$ cat src/rtl/pipeline_latealu_pkg.sv
// Shared definitions for the LateALU controller: ALU-stage op encodings,
// multiply FSM states and the operand magnitude helper.
package pipeline_latealu_pkg;

   localparam logic [5:0] LATEALU_OP_SRL  = 6'b000010;
   localparam logic [5:0] LATEALU_OP_SRA  = 6'b000011;
   localparam logic [5:0] LATEALU_OP_MULT = 6'b000100;
   localparam logic [5:0] LATEALU_OP_MTHI = 6'b000101;
   localparam logic [5:0] LATEALU_OP_MTLO = 6'b000110;

   typedef enum logic [1:0] {
      IDLE    = 2'd0,
      MUL_RUN = 2'd1,
      MUL_FIX = 2'd2
   } latealu_state_t;

   // 0x80000000 maps onto itself, which read as unsigned is exactly 2^31
   function automatic logic [31:0] abs32(input logic [31:0] v);
      return v[31] ? (~v + 32'd1) : v;
   endfunction

endpackage

$ cat src/rtl/latealu_iter_mult.sv
// Unsigned iterative 32x32 multiplier: retires STEP_BITS multiplier bits per
// step into a 64-bit accumulator; last_step flags the final iteration.
module latealu_iter_mult #(
   parameter int STEP_BITS = 2
) (
   input  logic        clk,
   input  logic        rst,
   input  logic        start,
   input  logic        step_en,
   input  logic [31:0] a,
   input  logic [31:0] b,
   output logic [63:0] acc,
   output logic        last_step
);

   localparam int ITER = 32 / STEP_BITS;
   localparam int CW   = $clog2(ITER) + 1;

   logic [63:0]   mcand;
   logic [31:0]   mplier;
   logic [CW-1:0] count;
   logic [63:0]   partial;

   // The multiplicand is pre-shifted each step, so no barrel shift by count is needed
   always_comb begin
      partial = mcand * {{(64-STEP_BITS){1'b0}}, mplier[STEP_BITS-1:0]};
   end

   always_ff @(posedge clk or negedge rst) begin
      if (!rst) begin
         mcand  <= '0;
         mplier <= '0;
         acc    <= '0;
         count  <= '0;
      end else if (start) begin
         mcand  <= {32'd0, a};
         mplier <= b;
         acc    <= '0;
         count  <= '0;
      end else if (step_en) begin
         acc    <= acc + partial;
         mcand  <= mcand << STEP_BITS;
         mplier <= mplier >> STEP_BITS;
         count  <= count + 1'b1;
      end
   end

   assign last_step = (count == CW'(ITER - 1));

endmodule

$ cat src/rtl/pipeline_latealu_ctrl.sv
// LateALU sequencer: single-cycle shifts, mthi/mtlo, and an iterative signed
// multiply that owns HI/LO and stalls the ALU stage while in flight.
module pipeline_latealu_ctrl
   import pipeline_latealu_pkg::*;
#(
   parameter int MULT_STEP_BITS = 2
) (
   input  logic        clk,
   input  logic        rst,
   input  logic        req_valid,
   input  logic [5:0]  req_op,
   input  logic [31:0] req_a0,
   input  logic [31:0] req_a1,
   input  logic [4:0]  req_rd_index,
   input  logic        req_flush,
   input  logic        hilo_read,
   output logic        req_ready,
   output logic        stall,
   output logic        busy,
   output logic        wb_valid,
   output logic [4:0]  wb_index,
   output logic [31:0] wb_value,
   output logic [31:0] mult_hi,
   output logic [31:0] mult_lo,
   output logic        err
);

   latealu_state_t state, state_next;
   logic        accept;
   logic        mult_start;
   logic        step_en;
   logic        last_step;
   logic        neg;
   logic [63:0] acc;
   logic [63:0] product;
   logic [31:0] srl_val;
   logic [31:0] sra_val;

   assign busy      = (state != IDLE);
   assign req_ready = !busy;
   assign stall     = busy && (req_valid || hilo_read);
   assign accept    = req_valid && req_ready && !req_flush;

   assign srl_val = req_a0 >> req_a1[4:0];
   assign sra_val = $signed(req_a0) >>> req_a1[4:0];
   assign product = neg ? (64'd0 - acc) : acc;

   latealu_iter_mult #(
      .STEP_BITS (MULT_STEP_BITS)
   ) u_mult (
      .clk       (clk),
      .rst       (rst),
      .start     (mult_start),
      .step_en   (step_en),
      .a         (abs32(req_a0)),
      .b         (abs32(req_a1)),
      .acc       (acc),
      .last_step (last_step)
   );

   always_comb begin
      state_next = state;
      mult_start = 1'b0;
      step_en    = 1'b0;
      case (state)
         IDLE: begin
            if (accept && req_op == LATEALU_OP_MULT) begin
               mult_start = 1'b1;
               state_next = MUL_RUN;
            end
         end
         MUL_RUN: begin
            step_en = 1'b1;
            if (last_step) state_next = MUL_FIX;
         end
         MUL_FIX: state_next = IDLE;
         default: state_next = IDLE;
      endcase
   end

   always_ff @(posedge clk or negedge rst) begin
      if (!rst) state <= IDLE;
      else      state <= state_next;
   end

   // HI/LO only change on MUL_FIX or an idle mthi/mtlo, never mid-multiply
   always_ff @(posedge clk or negedge rst) begin
      if (!rst) begin
         wb_valid <= 1'b0;
         wb_index <= '0;
         wb_value <= '0;
         mult_hi  <= '0;
         mult_lo  <= '0;
         err      <= 1'b0;
         neg      <= 1'b0;
      end else begin
         wb_valid <= 1'b0;
         err      <= 1'b0;
         if (state == MUL_FIX) begin
            {mult_hi, mult_lo} <= product;
         end else if (accept) begin
            case (req_op)
               LATEALU_OP_SRL: begin
                  wb_valid <= 1'b1;
                  wb_index <= req_rd_index;
                  wb_value <= srl_val;
               end
               LATEALU_OP_SRA: begin
                  wb_valid <= 1'b1;
                  wb_index <= req_rd_index;
                  wb_value <= sra_val;
               end
               LATEALU_OP_MULT: neg     <= req_a0[31] ^ req_a1[31];
               LATEALU_OP_MTHI: mult_hi <= req_a0;
               LATEALU_OP_MTLO: mult_lo <= req_a0;
               default:         err     <= 1'b1;
            endcase
         end
      end
   end

endmodule

$ cat config.mk
export PLATFORM = sky130hd
export DESIGN_NAME = pipeline_latealu_ctrl
export DESIGN_NICKNAME = d
export VERILOG_FILES = /design/src/rtl/pipeline_latealu_pkg.sv /design/src/rtl/latealu_iter_mult.sv /design/src/rtl/pipeline_latealu_ctrl.sv
export SDC_FILE = /design/constraint.sdc
export NUM_CORES = 1
export LEC_CHECK = 0
export CAP_MARGIN = 15
export CORE_MARGIN = 5
export CORE_UTILIZATION = 54
export DETAILED_ROUTE_END_ITERATION = 10
export GPL_TIMING_DRIVEN = 0
export HOLD_SLACK_MARGIN = 0.1
export MAX_ROUTING_LAYER = met4
export PLACE_DENSITY = 0.81
export SYNTH_ARGS = -nofsm -noshare
export SYNTH_HDL_FRONTEND = slang
export SYNTH_HIERARCHICAL = 1
export SYNTH_SLANG_ARGS = --single-unit
$ cat constraint.sdc
create_clock -name clk -period 4.5 [get_ports clk]
set_input_delay 0.675 -clock clk [delete_from_list [all_inputs] [get_ports clk]]
set_output_delay 0.675 -clock clk [all_outputs]
set_load 0.05 [all_outputs]
* Yosys cells after proc, flatten, opt, wreduce, memory -nomap -nowiden
Index checks and enable logic that the tools add are counted.
** Storage, ports and cells
- Bits in latches :: 0
- Memory bits (read-only) :: 0
- Bits of input ports :: 80
- Memory bits (writable) :: 0
- Register bits :: 271
- Memories :: 0
- Word-level logic and storage cells :: 86
** Cells by class
- Shifts and indexed selects :: 2
- Multiply operators :: 1
- Add/sub/neg operators :: 5
- Reductions and logical operators :: 22
- Bitwise gates (word level) :: 4
- Order comparisons :: 0
- Div/mod/pow operators :: 0
- Mux-type cells :: 30
- Equality and inequality tests :: 10
** Operator list (count)
- $mux 32 :: 10
- $mux 64 :: 5
- $add 32x1->32 const B :: 2
- $add 64x64->64 :: 1
- $mul 64x2->64 :: 1
- $not 32->32 :: 2
- $pmux 32 s2 :: 1
- $sub 1x64->64 const A :: 1
- $shr 32x5->32 :: 1
- $sshr 32x5->32 :: 1
- $eq 6x3->1 const B :: 3
- $eq 6x2->1 const B :: 2
- $reduce_bool 2->1 :: 6
- $mux 5 :: 2
- $mux 1 :: 9
- $reduce_and 3->1 :: 3
- $reduce_and 2->1 :: 3
- $add 5x1->5 const B :: 1
- $eq 5x4->1 const B :: 1
- $reduce_or 5->1 :: 1
- $logic_and 1x1->1 :: 4
- $mux 2 :: 2
- $ne 2x2->1 const B :: 2
- $pmux 2 s2 :: 1
- 8 further kinds :: 9

* Longest topological paths before layout
Gate-level depths: netlist of run 1.
- Depth in word-level cells :: 8
- Mapped depth :: 17
- Gate-level depth less buffers :: 15

* Hierarchy
Netlist of run 1, hierarchy kept.
** By module, submodules not included
- latealu_iter_mult :: cells each 1562, instances 1, area an instance 13289.0 um^2
- pipeline_latealu_ctrl :: cells each 1120, instances 1, area an instance 9267.6 um^2

* Worst setup path before layout of run 1
Ideal clock, no wire load.
- Kind :: register to register
- Start :: reg u_mult.mplier[0]
- End :: reg u_mult.acc[53]
- Arrival time :: 4.159 ns
- Stages on the path, launching flop included :: 18
- Clock period less this slack :: 4.263 ns
- Path buffers :: 2
- Path slack :: 0.237 ns
- Library setup time :: 0.104 ns
- Cell sequence :: dfrtp_1 clkbuf_1 clkbuf_1 nand2_1 fa_1 inv_1 ha_1 fa_1 a211oi_2 o21ai_2 a22oi_2 o211ai_1 a31oi_2 o21ai_2 a221oi_4 o21ai_2 or4_1 o311ai_1
** On the way
- Longest elaborated chain between the ends :: 4
** RTL lines
- from (decl) :: line latealu_iter_mult.sv:20 : logic [31:0] mplier;
- from (signal assigned) :: line latealu_iter_mult.sv:43 : mplier <= mplier >> STEP_BITS;
- $mul 64x2->64 :: line latealu_iter_mult.sv:26 : partial = mcand * {{(64-STEP_BITS){1'b0}}, mplier[STEP_BITS-1:0]};
- $add 64x64->64 :: line latealu_iter_mult.sv:41 : acc <= acc + partial;
- $mux 64 :: line latealu_iter_mult.sv:40 : end else if (step_en) begin
- $mux 64 :: line latealu_iter_mult.sv:35 : end else if (start) begin
- to (signal assigned) :: line latealu_iter_mult.sv:41
- to (decl) :: line latealu_iter_mult.sv:12 : output logic [63:0] acc,
No other way between the ends. The select of a mux whose other input is x is not followed.
A chain may end at the register's enable or synchronous reset.

* Worst setup path after layout of run 1
- Start :: reg u_mult.mplier[1]
- End :: reg u_mult.acc[63]
The elaborated chain is that of the path after synthesis.

==> results of run 1 <==
-- cells by family after synthesis --
family / share of synthesized area [%]
adders and majority gates: 9.363
xor gates and xnor gates: 6.213
DFF: 30.06
AOI/OAI and AO/OA: 17.52
and+or+nand+nor: 18.05
muxes: 11.49
buffers and inverters: 7.305
-- flip-flops by register name (all words and copies together), names as in the netlist --
register and flops:
neg 1, u_mult/mplier 32, err 1, wb_value 32, u_mult/acc 64, wb_valid 1
wb_index 5, u_mult/mcand 64, mult_lo 32, state 2, u_mult/count 5, mult_hi 32
-- cell type report --
cell class                      instances  share of cell area (%)
Buffer                                182                   3.151
Inverter                              219                   3.137
Clock inverter                         17                  0.6827
Timing Repair Buffer                  180                   6.966
Tap cell                              532                   2.540
Clock buffer                           40                   3.356
Multi-Input combinational cell       2003                   54.27
Sequential cell                       271                   25.90
-- stage by stage --
stage | setup WS, ns | hold WS, ns | instances | utilization, %
floorplan | 0.2373 | 0.3794 | 2682 | -
global placement | -8.932 | 0.4523 | 3378 | 60.48
detailed placement | -1.175 | 0.4548 | 3381 | 60.67
CTS | -0.02422 | 0.4762 | 3443 | 63.48
global route | -0.08093 | 0.5059 | 3444 | 63.75
finish | 0.02942 | 0.4728 | 3444 | 63.75
-- metal layers --
metal  track usage, %  share of wire (%)
met5                -                  0
met4            15.61                5.6
met1            46.45                 39
met2            56.18                 46
met3            5.704                9.8
-- cells in the mapped netlist (all sizes together) (33+ instances only) --
master and number:
buf 33, a21o 49, nand3 40, o21ai 205, ha 68, a21oi 141, o31ai 36, nand2 403
nor2 186, nand4 36, xnor2 101, clkbuf 155, inv 216, dfrtp 271, fa 63, nor3 33
xor2 59, mux2 33, mux2i 170
-- worst max path at each step --
stage | from | endpoint | depth (start not counted)
after floorplan | u_mult/mplier[0] | u_mult/acc[53] | 17
after global placement | rst | u_mult/acc[6] | 1
after detailed placement | u_mult/mplier[0] | u_mult/acc[53] | 17
after CTS | u_mult/mplier[1] | u_mult/acc[63] | 15
after global routing | u_mult/mplier[1] | u_mult/acc[63] | 15
final | u_mult/mplier[1] | u_mult/acc[63] | 15
-- worst register-to-register path, stage by stage, from the launching register on --
cell and delay [ns]:
sky130_fd_sc_hd__dfrtp_4 0.52, sky130_fd_sc_hd__clkbuf_4 0.25, sky130_fd_sc_hd__nand2_1 0.10, sky130_fd_sc_hd__fa_1 0.51
sky130_fd_sc_hd__inv_1 0.04, sky130_fd_sc_hd__ha_1 0.41, sky130_fd_sc_hd__nand3_2 0.14, sky130_fd_sc_hd__nor4_4 0.35
sky130_fd_sc_hd__a211oi_2 0.13, sky130_fd_sc_hd__a21oi_2 0.25, sky130_fd_sc_hd__a211oi_4 0.13, sky130_fd_sc_hd__o21ai_4 0.26
sky130_fd_sc_hd__a31oi_4 0.16, sky130_fd_sc_hd__or3_1 0.34, sky130_fd_sc_hd__o311ai_2 0.37, sky130_fd_sc_hd__mux2_1 0.36
-- what timing repair did --
action / in CTS / in global routing
endpoints found under the hold margin: 61 / 0
pin swaps: 3 / 6
setup endpoints to repair: 44 / 22
gates resized for setup: 15 / 29
setup buffers: 7 / 5
hold buffers: 1 / 0
==> run summary, run 1 <==
The flow ran to the end, and the final reports show no timing, DRC or antenna violations. The final net count came out at a little over 3,000. The distinct cell type count after synthesis came out at around 100. The count of synthesis-stage warnings from yosys came out at 6. The most area-hungry cell type in the Yosys netlist is sky130_fd_sc_hd__dfrtp_1.

The highest attainable clock frequency came out at roughly 220 MHz. The count of pins on the block boundary is 186. The number of enable-type register cells in the synthesized netlist is 0.

On the critical path the largest part of the delay comes from compound AO/OA/AOI/OAI gates. Of the available clock period, the critical path in the final layout requires 99.35%. The clock latency of the later-clocked register in the worst-skew pair came out at a little over 0.6 ns. The finished cells cover approximately 26,000 sq um. The number of cells on the worst reg-to-reg path is 15. The final-report hold violation count came out at 0.

The path category of the worst min-delay check is reg2reg. The number of stages on the worst hold path is 2. 0 antenna diodes ended up in the layout. The final setup violation count is 0. The count of buffering cells on the critical path with inverters included came out at 2. The via count of the first global-routing pass is 21,598. The post-detailed-route DRC marker count came out at 0. The minimum clock period after layout came out at 4.471 ns. The worst pin sits at a relative slew slack of between 30 and 40%.

The max-cap violation count came out at 0. The residual antenna-violating net count after detailed routing came out at 0. The largest fanout of any net on the critical path came out at 10.

The portion of the post-synthesis area used by sequential elements is between 30% and 40%. The clock net sink count came out at between 200 and 300. For the pin with the worst max-slew slack, the measured transition is ~1.0 ns.

The multi-input combinational cells in the finished layout cover a total of 14,220 sq um. The critical hold path startpoint is wb_index[2]. TritonCTS created 31 clock buffers. The via-per-instance ratio came out at roughly 6.4.

For hold timing, the worst endpoint is wb_index[2]. From bottom edge to top edge, the die measures ~210 um. The count of final max-slew check failures was 0. The site row count came out at 74. The area of the die is about 46,000 sq um. After clock tree synthesis, the clock-pin slew on the worst setup and hold paths is roughly 0.06 ns. The critical path is of the reg2reg type. The starting utilization of the core area came out at between 50 and 60%. The register bit count reported by yosys came out at 271. Detailed placement ended at an HPWL of between 60 and 70 mm. The global-route wire length before repair came out at ~130 mm.

The largest single stage delay on the critical path is about 0.52 ns. Among all flip-flop cells after synthesis, the most frequent one is sky130_fd_sc_hd__dfrtp_1. The arrival time reported for the critical path endpoint is ~5 ns. CTS built an H-tree with a depth of 1. The sequential cells in the finished layout cover a total of around 6800 sq um. The standard cell area after detailed placement is around 25,000 sq um. Setup repair after global routing could not meet its margin everywhere. The area of the mapped netlist came out at 22,560 sq um. The maximum number of pins on one net before global-route repair came out at ~110. The setup check on the worst reg-to-reg path leaves a slack of between 0.02 and 0.03 ns.

The net count after synthesis is between 2,000 and 3,000. The global-route usage over all layers came out at about 36%. The setup TNS after final layout is 0 ns. The critical path launch point type is a flip-flop. The top cell types in the final layout, fill and taps aside, are sky130_fd_sc_hd__nand2_1, sky130_fd_sc_hd__dfrtp_1, sky130_fd_sc_hd__inv_1. The via count came out at roughly 22,000. The detailed router finished its first iteration with ~2,600 violations. The maximum buffer depth of the clock tree came out at 3. Leaving out fill and tap cells, the most frequent cell in the layout is sky130_fd_sc_hd__nand2_1. The startpoint identified for the worst register-to-register timing path is u_mult/mplier[1]. The placeable core region is ~41,000 sq um. TritonCTS built the clock tree.

The weighted congestion at the end of routability-driven global placement came out at between 1 and 1.5. In the post-synthesis netlist, the biggest area contributors are sky130_fd_sc_hd__dfrtp_1, sky130_fd_sc_hd__mux2i_1, sky130_fd_sc_hd__nand2_1, sky130_fd_sc_hd__fa_1, sky130_fd_sc_hd__o21ai_0. Input and output buffers added on the ports amount to ~160. The critical path goes through clkbuf_4 > nand2_1 > fa_1 > inv_1 > ha_1 > nand3_2 > nor4_4 > a211oi_2 > a21oi_2 > a211oi_4 > o21ai_4 > a31oi_4 > or3_1 > o311ai_2 > mux2_1. In this run the critical register-to-register path is captured at u_mult/acc[63].

The initial antenna violation count came to 0. STA classifies the critical path endpoint as a flip-flop. The area growth from synthesis to layout is 16.19%.

The wire length per cell came out at around 24 um. The final global-route overflow total is 0. Summed over its instances, the top area cell type makes up 30.06% of the synthesized netlist area. The post-synthesis area per instance came out at between 8 and 9 sq um.

Counting every instance in the synthesized netlist gives about 2,700. The post-route netlist has under 10% of its cells at a drive strength greater than 1. On the critical path, the stage with the largest delay is an instance of sky130_fd_sc_hd__dfrtp_4. The number of optimization iterations in the first detailed-route pass came out at 6.

Counting flops with an async set or reset pin after synthesis yields a share of between 90% and 100%. The clock root buffer master is sky130_fd_sc_hd__clkbuf_16. The worst clock skew is 0.03009 ns.

The critical path required time is approximately 5 ns. The die boundary width is between 200 and 250 um. The wire length reported by the detailed router came out at 82.74 mm.

The number of fillers in the final layout came out at roughly 3,500.
Power of run 1 is not shown: default switching activity piles up to over one toggle a cycle in this logic, so the estimate is an artifact.
==> run 2: changes to the inputs <==
--- a/config.mk
+++ b/config.mk
@@ -7,12 +7,13 @@
 export LEC_CHECK = 0
 export CAP_MARGIN = 15
 export CORE_MARGIN = 5
-export CORE_UTILIZATION = 54
+export CORE_UTILIZATION = 55
+export CTS_BUF_LIST = sky130_fd_sc_hd__clkbuf_2 sky130_fd_sc_hd__clkbuf_4 sky130_fd_sc_hd__clkbuf_8
 export DETAILED_ROUTE_END_ITERATION = 10
 export GPL_TIMING_DRIVEN = 0
 export HOLD_SLACK_MARGIN = 0.1
 export MAX_ROUTING_LAYER = met4
-export PLACE_DENSITY = 0.81
+export PLACE_DENSITY = 0.82
 export SYNTH_ARGS = -nofsm -noshare
 export SYNTH_HDL_FRONTEND = slang
 export SYNTH_HIERARCHICAL = 1
==> run 2 against run 1 <==
  * Sequential share of layout area about the same
  * Register-to-register slack about the same
  * Critical path depth increased by 2
  * Setup slack got worse by 0.014 ns
  * Core utilization increased by 0.65 points
  * Non-clock buffer count increased by 5
  * Worst hold slack got worse by 0.0047 ns
  * First-iteration DRC count decreased by 2.9%
==> run summary, run 2 (synthesized netlist as in run 1, its figures left out) <==
The run finished with clean final reports. The post-layout instance area came out at roughly 26,000 sq um. The wire length reported by the detailed router came out at about 82 mm.

The final setup violation count came out at 0. Clock latency on the worst-skew pair, taken at its later pin, is 0.66 ns. For this run the aggregate overflow at the end of global routing stands at 0.

The minimum clock period after layout came out at around 4.5 ns. Walking the worst path, the cells encountered are buf_12 > clkbuf_8 > nand2_1 > fa_1 > inv_1 > ha_1 > fa_2 > a211oi_4 > o21ai_2 > a211oi_2 > a21oi_2 > a211oi_4 > o21ai_4 > a31o_1 > a21oi_1 > nor4_1 > a311o_1. The site row count is 74. The global-route usage over all layers came out at between 30 and 40%. The maximum number of pins on one net before global-route repair is around 110.

The setup TNS after final layout is 0 ns. The port buffer count is between 150 and 200. The placeable core region is around 41,000 sq um. For this run, the post-layout net count is 3,121. The tree is rooted in a sky130_fd_sc_hd__clkbuf_8. Measured along the y axis, the die boundary spans 212.5 um. The multi-input combinational cells in the finished layout cover a total of 14,240 sq um. The post-detailed-route DRC marker count is 0. STA classifies the critical path endpoint as a flip-flop.

The cell with the most instances on the worst path is sky130_fd_sc_hd__a211oi_4. The count of pins on the block boundary came out at about 190. Setup repair after global routing could not meet its margin everywhere. The die covers about 45,000 sq um.

The post-route fraction of the period consumed by the critical path came out at 99.65%. The via-per-instance ratio is ~6.4. The via count of the first global-routing pass came out at 21,989. The die boundary width came out at about 210 um. Based on the critical path, the design can be clocked at up to between 200 and 250 MHz.

TritonCTS built the clock tree. The H-tree generated during clock tree synthesis spans 2 levels. After clock tree synthesis, the clock-pin slew on the worst setup and hold paths is approximately 0.080 ns. The final standard cell count with taps included and fillers excluded is approximately 3,500.

At the worst endpoint, the required time is 5.01 ns. The weighted congestion at the end of routability-driven global placement came out at ~1.0. The final-report hold violation count came out at 0. The worst clock skew is between 0.03 and 0.04 ns. The transition time at the pin with the least slew margin came out at around 1.2 ns.

The fraction of final layout cells sized beyond drive strength 1 is under 10%. From synthesis to final layout, the design area changed by 16.32%. Fill cells in the final layout number between 3,000 and 4,000. The initial utilization of the core area, before any placement, comes to around 55%. The total clock buffers created by CTS is 48.

The library cells used most frequently in the layout, excluding fill and tap cells, are sky130_fd_sc_hd__nand2_1, sky130_fd_sc_hd__dfrtp_1, sky130_fd_sc_hd__inv_1. On the worst path, the slowest cell contributes a delay of about 0.5 ns. The count of final max-slew check failures is 0. The number of optimization iterations in the first detailed-route pass is 8.

The standard cell area after detailed placement is roughly 25,000 sq um. The arrival time reported for the critical path endpoint came out at 4.99 ns. The global-route wire length before repair came out at ~130 mm. The number of DRC violations after detailed-routing iteration 0 is about 2,500. The number of placed instances with taps included came out at 3,381. The leading cell type in the layout, fill and taps excluded is sky130_fd_sc_hd__nand2_1. Across the whole layout, storage elements account for just under 7000 sq um. The max-cap violation count is 0.

Summing over every cut layer, the via total after detailed routing is ~22,000. STA classifies the critical path startpoint as a flip-flop. The detailed-placement wirelength estimate is 62.79 mm. In the final layout, the registers with the most flip-flops are u_mult/acc: 64 flops, u_mult/mcand: 64 flops.

The number of stages on the worst hold path came out at 2. The count of nets left with antenna violations once routing finished came out at 0. The cell with the largest stage delay on the worst path is sky130_fd_sc_hd__fa_1. In the final routed layout, each cell accounts on average for ~24 um. CTS saw around 270 sinks. The number of cells on the worst reg-to-reg path is 17. The initial antenna violation count was 2. The setup path with the least slack is of type reg2reg. No sink is reached through more buffers than the 3 on the longest clock path. The worst relative slew slack is 18.33%. The largest fanout of any net on the critical path came out at 10. The path category of the worst min-delay check is reg2reg. The utilization after layout came out at between 60 and 70%.
## run 2: critical path, delay by kind of cell (launching register included)
kind	cells	cell delay, ns
AO/OA/AOI/OAI	9	2.25
adder cells (fa/ha/maj)	3	1.14
flip-flops	1	0.39
buffers and inverters	3	0.37
AND/OR/NAND/NOR	2	0.18
## run 2: final timing paths
| check | startpoint | endpoint | slack, ns |
|---|---|---|---|
| worst max-delay path | u_mult/mplier[0] | u_mult/acc[47] | 0.02 |
| worst min register to register | wb_index[4] | wb_index[4] | 0.47 |
| max in group asynchronous | rst | u_mult/acc[27] | 2.96 |
| worst min-delay path | wb_index[4] | wb_index[4] | 0.47 |
| min in group asynchronous | rst | wb_value[13] | 0.58 |
| worst max register to register | u_mult/mplier[0] | u_mult/acc[47] | 0.02 |
## run 2: area by class of cell
cell class / count / area share, %
clock buffers: 72 / 3.419
diodes: 3 / 0.02861
plain buffers: 181 / 3.195
multi-input cells: 2003 / 54.29
flip-flops and latches: 271 / 25.87
well taps: 532 / 2.537
repair buffers: 186 / 7.129
clock inverters: 9 / 0.4053
inverters: 219 / 3.133
## run 2: repair_timing
item	4_1_cts	5_1_grt
endpoints found under the hold margin	59	0
cloned	0	0
pin swaps	3	9
resized for setup	19	39
hold buffers	1	0
endpoints found under the setup margin	47	25
setup buffers	10	8
## run 2: routing by layer
metal / up-vias / track usage, % / part of all wire (%)
li1: 9759 / - / -
met3: 353 / 7.909 / 11
met2: 1351 / 55.83 / 45
met4: 0 / 19.82 / 6.3
met1: 10651 / 46.11 / 38
met5: - / - / 0
## run 2: metrics by stage
step	hold slack (ns)	setup WS [ns]
floorplan	0.3794	0.2373
finish	0.4680	0.01553
CTS	0.4721	0.002356
global placement	0.4500	-8.781
global route	0.5064	-0.09267
detailed placement	0.4597	-1.155
Power of run 2 is left out for the same reason.
